[config.mk]
export PLATFORM = sky130hd
export DESIGN_NAME = pong_match_ctrl_flat
export DESIGN_NICKNAME = d
export VERILOG_FILES = /design/src/rtl/pong_pkg.sv /design/src/rtl/pong_match_ctrl_if.sv /design/src/rtl/pause_timer.sv /design/src/rtl/pong_match_ctrl.sv /design/src/flat_wrapper.sv
export SDC_FILE = /design/constraint.sdc
export NUM_CORES = 1
export LEC_CHECK = 0
export CAP_MARGIN = 15
export CORE_MARGIN = 3
export CORE_UTILIZATION = 58
export DETAILED_ROUTE_END_ITERATION = 8
export PLACE_DENSITY = 0.81
export SKIP_LAST_GASP = 1
export SLEW_MARGIN = 15
export SYNTH_ARGS = -nofsm -noshare
export SYNTH_HDL_FRONTEND = slang
export SYNTH_SLANG_ARGS = --single-unit
[constraint.sdc]
create_clock -name clk -period 5 [get_ports clk]
set_input_delay 1.5 -clock clk [delete_from_list [all_inputs] [get_ports clk]]
set_output_delay 1.5 -clock clk [all_outputs]
set_load 0.03 [all_outputs]
[src/rtl/pong_pkg.sv]
// Shared definitions for the Pong match controller.
//   - FSM state encodings (exposed on the state output for display/debug)
//   - playfield rows used for miss detection and the ball's centre position
//   - winner codes
package pong_pkg;

    typedef enum logic [2:0] {
        ST_IDLE  = 3'd0,
        ST_SERVE = 3'd1,
        ST_PLAY  = 3'd2,
        ST_POINT = 3'd3,
        ST_OVER  = 3'd4
    } state_t;

    localparam logic [5:0] TOP_ROW    = 6'd0;
    localparam logic [5:0] BOTTOM_ROW = 6'd63;

    // Where the ball block re-centres while ball_hold is high.
    localparam logic [6:0] BALL_X0 = 7'd64;
    localparam logic [5:0] BALL_Y0 = 6'd32;

    localparam logic [1:0] WIN_NONE = 2'd0;
    localparam logic [1:0] WIN_P1   = 2'd1;
    localparam logic [1:0] WIN_P2   = 2'd2;

    function automatic int max_int(input int a, input int b);
        return (a > b) ? a : b;
    endfunction

endpackage

[src/rtl/pong_match_ctrl_if.sv]
// Match-controller signal bundle.
//   start     : start button level (synchronised, debounced)
//   ballY     : current ball row from the ball block
//   ball_hold : 1 = ball held at centre (drives the ball block's reset)
//   score1    : bottom-player score
//   score2    : top-player score
//   winner    : 0 none, 1 bottom player, 2 top player
//   state     : current FSM state
// master = the environment (button + ball block), slave = the controller.
interface pong_match_ctrl_if;
    logic       start;
    logic [5:0] ballY;
    logic       ball_hold;
    logic [3:0] score1;
    logic [3:0] score2;
    logic [1:0] winner;
    logic [2:0] state;

    modport master (
        output start, ballY,
        input  ball_hold, score1, score2, winner, state
    );

    modport slave (
        input  start, ballY,
        output ball_hold, score1, score2, winner, state
    );
endinterface

[src/rtl/pause_timer.sv]
// Loadable down-counter used for the serve and post-point pauses.
//   clk, rst : clock, async active-high reset (count clears to 0)
//   load     : load count with load_val (takes priority over decrement)
//   load_val : value to load
//   done     : count == 0; the counter holds at zero
module pause_timer #(
    parameter int W = 4
) (
    input  logic         clk,
    input  logic         rst,
    input  logic         load,
    input  logic [W-1:0] load_val,
    output logic         done
);
    logic [W-1:0] count;

    always_ff @(posedge clk or posedge rst) begin
        if (rst)
            count <= '0;
        else if (load)
            count <= load_val;
        else if (count != '0)
            count <= count - 1'b1;
    end

    assign done = (count == '0);
endmodule

[src/rtl/pong_match_ctrl.sv]
// Pong match sequencer: holds the ball at centre, releases it for a rally,
// detects misses at the top/bottom rows, keeps score and declares a winner.
//   clk, rst : system clock, async active-high reset
//   bus      : pong_match_ctrl_if.slave (start, ballY in; ball_hold,
//              score1, score2, winner, state out)
//
//   state | meaning
//   IDLE  | waiting for first start, ball held
//   SERVE | pre-serve pause, SERVE_CYC cycles, ball held
//   PLAY  | rally, ball released, misses scored
//   POINT | post-point pause, POINT_CYC cycles, ball held
//   OVER  | match won, scores frozen until next start
module pong_match_ctrl
    import pong_pkg::*;
#(
    parameter int CLK_HZ    = 10_000_000,
    parameter int SERVE_MS  = 1000,
    parameter int POINT_MS  = 500,
    parameter int WIN_SCORE = 7
) (
    input  logic               clk,
    input  logic               rst,
    pong_match_ctrl_if.slave   bus
);
    localparam int SERVE_CYC = CLK_HZ / 1000 * SERVE_MS;
    localparam int POINT_CYC = CLK_HZ / 1000 * POINT_MS;
    localparam int TW        = $clog2(max_int(SERVE_CYC, POINT_CYC) + 1);

    localparam logic [TW-1:0] SERVE_LOAD = TW'(SERVE_CYC - 1);
    localparam logic [TW-1:0] POINT_LOAD = TW'(POINT_CYC - 1);
    localparam logic [3:0]    WIN_VAL    = 4'(WIN_SCORE);

    state_t        state_q, state_n;
    logic          hold_q;
    logic [3:0]    score1_q, score1_n;
    logic [3:0]    score2_q, score2_n;
    logic [1:0]    winner_q, winner_n;
    logic          start_q;
    logic          start_pulse;
    logic          tmr_load;
    logic [TW-1:0] tmr_val;
    logic          tmr_done;

    assign start_pulse = bus.start & ~start_q;

    pause_timer #(.W(TW)) u_timer (
        .clk      (clk),
        .rst      (rst),
        .load     (tmr_load),
        .load_val (tmr_val),
        .done     (tmr_done)
    );

    always_ff @(posedge clk or posedge rst) begin
        if (rst) begin
            state_q  <= ST_IDLE;
            hold_q   <= 1'b1;
            score1_q <= '0;
            score2_q <= '0;
            winner_q <= WIN_NONE;
            start_q  <= 1'b0;
        end else begin
            state_q  <= state_n;
            // Registered from next state so the ball is released on the
            // very first PLAY cycle and held again on the first POINT cycle.
            hold_q   <= (state_n != ST_PLAY);
            score1_q <= score1_n;
            score2_q <= score2_n;
            winner_q <= winner_n;
            start_q  <= bus.start;
        end
    end

    always_comb begin
        state_n  = state_q;
        score1_n = score1_q;
        score2_n = score2_q;
        winner_n = winner_q;
        tmr_load = 1'b0;
        tmr_val  = SERVE_LOAD;

        case (state_q)
            ST_IDLE, ST_OVER: begin
                if (start_pulse) begin
                    score1_n = '0;
                    score2_n = '0;
                    winner_n = WIN_NONE;
                    tmr_load = 1'b1;
                    tmr_val  = SERVE_LOAD;
                    state_n  = ST_SERVE;
                end
            end
            ST_SERVE: begin
                if (tmr_done)
                    state_n = ST_PLAY;
            end
            ST_PLAY: begin
                // Top row checked first so an impossible both-rows code
                // still resolves deterministically.
                if (bus.ballY == TOP_ROW) begin
                    score1_n = score1_q + 4'd1;
                    if (score1_n == WIN_VAL) begin
                        winner_n = WIN_P1;
                        state_n  = ST_OVER;
                    end else begin
                        tmr_load = 1'b1;
                        tmr_val  = POINT_LOAD;
                        state_n  = ST_POINT;
                    end
                end else if (bus.ballY == BOTTOM_ROW) begin
                    score2_n = score2_q + 4'd1;
                    if (score2_n == WIN_VAL) begin
                        winner_n = WIN_P2;
                        state_n  = ST_OVER;
                    end else begin
                        tmr_load = 1'b1;
                        tmr_val  = POINT_LOAD;
                        state_n  = ST_POINT;
                    end
                end
            end
            ST_POINT: begin
                if (tmr_done) begin
                    tmr_load = 1'b1;
                    tmr_val  = SERVE_LOAD;
                    state_n  = ST_SERVE;
                end
            end
            default: state_n = ST_IDLE;
        endcase
    end

    assign bus.state     = state_q;
    assign bus.ball_hold = hold_q;
    assign bus.score1    = score1_q;
    assign bus.score2    = score2_q;
    assign bus.winner    = winner_q;
endmodule

[src/flat_wrapper.sv]
// flat-port wrapper written by rule: the top's interface ports become plain ports
module pong_match_ctrl_flat import pong_pkg::*;
#(
    parameter int CLK_HZ    = 10_000_000,
    parameter int SERVE_MS  = 1000,
    parameter int POINT_MS  = 500,
    parameter int WIN_SCORE = 7
)
  (clk, rst, bus_start, bus_ballY, bus_ball_hold, bus_score1, bus_score2, bus_winner, bus_state);
  pong_match_ctrl_if bus_i ();
  input  logic clk;
  input  logic rst;
  input wire logic [$bits(bus_i.start)-1:0] bus_start;
  input wire logic [$bits(bus_i.ballY)-1:0] bus_ballY;
  output wire logic [$bits(bus_i.ball_hold)-1:0] bus_ball_hold;
  output wire logic [$bits(bus_i.score1)-1:0] bus_score1;
  output wire logic [$bits(bus_i.score2)-1:0] bus_score2;
  output wire logic [$bits(bus_i.winner)-1:0] bus_winner;
  output wire logic [$bits(bus_i.state)-1:0] bus_state;
  assign bus_i.start = bus_start;
  assign bus_i.ballY = bus_ballY;
  assign bus_ball_hold = bus_i.ball_hold;
  assign bus_score1 = bus_i.score1;
  assign bus_score2 = bus_i.score2;
  assign bus_winner = bus_i.winner;
  assign bus_state = bus_i.state;
  pong_match_ctrl #(.CLK_HZ(CLK_HZ), .SERVE_MS(SERVE_MS), .POINT_MS(POINT_MS), .WIN_SCORE(WIN_SCORE)) u_core (.clk(clk), .rst(rst), .bus(bus_i));
endmodule
==> metrics.md <==
| Metric | Value |
|---|---|
| CTS tree | yes |
| Vias after detailed routing | 1,803 |
| Cell Area, Placed | 2510 um^2 |
| Final Max Slew Viols | 0 |
| Worst setup EP type | flip-flop |
| Placer Congestion | 0.805 |
| Routed WL | 4590 um |
| Core Area | 3720 um^2 |
| Async SR Flop Fraction | 1.00 |
| Adder-Cell Fraction of Synth Area | 0.0277 |
| Die Ht | 68.4 um |
| Nets | 270 |
| FF-to-FF End | u_core.u_timer.count[12] |
| Post-synth top cells | 38 x dfrtp_1, 22 x nor2_1, 21 x nand2_1 |
| DRC viols | 0 |
| Final period utilization | 0.609 |
| Drt wl/cell | 15.1 um |
| Mux share of post-synthesis cell area | 0 |
| Fmax | 328 MHz |
| Antenna diodes | 0 |
| DRT antenna net count | 0 |
| Synthesis Warnings | 0 |
| Layout cells sized above 1 | 0.0934 |
| H-tree depth | 2 |
| Num rows | 22 |
| Routed vias/inst | 5.91 |
| Maxcap violations | 0 |
| Worst Setup EP | u_core.u_timer.count[17] |
| R2r worst-path depth | 7 |
| Peak supply drop | 0.129 mV |
| Setup repair after global routing missed its margin | false |
| Syn Nets | 247 |
| Final min period | 3.05 ns |
| Total GRT Usage | 0.215 |
| Clock transition at path regs | 0.08 ns |
| Kind of critical path | in -> reg |
| WP data required | 5.23 ns |
| Die W | 68.4 um |
| Initial Util | 0.608 |
| Clock Skews | 0.00854 ns |
| Number of I/O pins | 23 |
| Critical path fanouts, max | 13 |
| Num Clock Sinks | 39 |
| Final setup fails | 0 |
| Min-Delay Path Class | reg -> reg |
| Synth Area in Simple Gates | 0.244 |
| Post-CTS Resized | 0 |
| Crit path from | bus_ballY[3] |
| Post-synth EDFFs | 0 |
| Area leader, netlist | dfrtp_1 |
| Grt ovf | 0 |
| Register bit total from synthesis | 39 |
| Dpl hpwl | 3260 um |
| Count leader, synth | dfrtp_1 |
| Largest net degree at the start of global routing | 27 |
| Post-synthesis cell type count | 56 |
| Leakage | 1.05 nW |
| Power Dens Cells | 221 nW/um^2 |
| Hold_buf cts | 0 |
| Longest Clk Path Bufs | 2 |
| Top cells by area, synth | dfrtp_1 42%, xor2_1 5.0%, o21ai_0 4.0%, xnor2_1 3.9%, nor2_1 3.7% |
| Setup_tns | 0 ns |
| Reg2reg setup slack | 2.35 ns |
| Worst slew pin tran | 0.995 ns |
| Final hold vios | 0 |
| Top FF cell, synth | dfrtp_1 |
| R2R Path Start | u_core.u_timer.count[0] |
| P&R area growth vs syn | 15.3% |
| Design area | 2610 um^2 |
| Drt first pass iters | 4 |
| Crit path DAT | 3.27 ns |
| Dominant combinational cell family by area after synthesis | simple AND/OR/NAND/NOR gates |
| Dpl cells | 297 |
| Crit start category | input port |
| Slew HR | 0.336 |
| Vias in the first global route | 1,641 |
| Compound-Gate Fraction of Synth Area | 0.177 |
| Number of antenna violations at the first check in global routing | 0 |
| 1st-iter DRT viols | 110 |
| Post-synthesis xor/xnor area fraction | 0.0891 |
| Num CTS Buffers | 5 |
| Final std cells w/o fill | 305 |
| Worst-skew pair later-pin latency | 0.29 ns |
| Design Power | 0.577 mW |
| Cell Area, Synth | 2260 um^2 |
| Port Buffer Count | 22 |
| Mean Syn Cell Area | 9.70 um^2 |
| # Post-CTS Setup Buffers | 0 |
| Syn Inst Count | 233 |
| Final Util | 0.701 |
| DIE AREA | 4680 um^2 |
| First-pass GRT wire length | 7470 um |
| Root Driver | clkbuf_8 |
| Post-synth top area share | 0.421 |
| Seq/Total Area, Yosys | 0.432 |
| Status | complete, no violations |
cell families (layout without fill, tap and decap cells):
kind of cell             count (synthesis)  after routing
buffers and inverters                   14             38
adder cells (fa/ha/maj)                  5              5
flip-flops                              39             39
AO/OA/AOI/OAI                           55             55
XOR/XNOR                                23             23
AND/OR/NAND/NOR                         97             97
sequential cells by signal, summed over array words and instances (netlist names):
register,count
u_core.bus.winner,2
u_core.bus.score1,4
u_core.bus.state,3
u_core.u_timer.count,24
u_core.bus.ball_hold,1
u_core.start_q,1
u_core.bus.score2,4
critical path, cell delays in order:
cell and delay, ns:
clkdlybuf4s50_1 0.49, nor4_1 0.08, and3_1 0.22, a22oi_2 0.54, o211ai_2 0.28, nor2_1 0.16
report_power, final:
group          switching [mW]  internal, mW  total, mW
registers             0.00209         0.318      0.320
logic                  0.0116       0.00978     0.0214
clock network           0.110         0.126      0.235
total                   0.123         0.453      0.577
layer usage:
metal / track usage / share of wire
met2: 0.318 / 0.45
met1: 0.304 / 0.48
met4: 0.0769 / 0.017
met3: 0.0525 / 0.051
met5: 0 / 0
final cells by class:
| class | count | area [um^2] |
|---|---|---|
| flip-flops and latches | 39 | 977 |
| multi-input cells | 180 | 1210 |
| well taps | 48 | 60.1 |
| repair buffers | 23 | 228 |
| fillers | 289 | 1110 |
| inverters | 7 | 26.3 |
| clock buffers | 8 | 100 |
how the worst min path moves through the flow:
stage / from / end / cells past startpoint / slack [ns]
2_1_floorplan: u_core.u_timer.count[19] / u_core.u_timer.count[19] / 2 / 0.50
3_3_place_gp: u_core.bus.winner[0] / u_core.bus.winner[0] / 1 / 0.47
3_5_place_dp: u_core.bus.winner[0] / u_core.bus.winner[0] / 1 / 0.47
4_1_cts: u_core.bus.winner[0] / u_core.bus.winner[0] / 1 / 0.49
5_1_grt: u_core.bus.winner[0] / u_core.bus.winner[0] / 1 / 0.53
6_report: u_core.bus.winner[0] / u_core.bus.winner[0] / 1 / 0.49
per-stage QoR:
stage / hold WS (ns) / worst slack, ns
floorplan: 0.496 / 2.30
global placement: 0.470 / 1.71
detailed placement: 0.468 / 1.64
CTS: 0.490 / 1.97
global route: 0.531 / 1.79
finish: 0.486 / 1.95
placed cells by master (no fill, tap or decap), drive strengths merged, types with 6 or more instances in the layout:
cell type	n
xnor2	10
o21ai	20
o211ai	9
clkdlybuf4s50	22
inv	7
dfrtp	38
clkbuf	8
nand2	21
nor2	22
xor2	13
nor3	11
nor4	6
(Power assumes the default switching activity.)
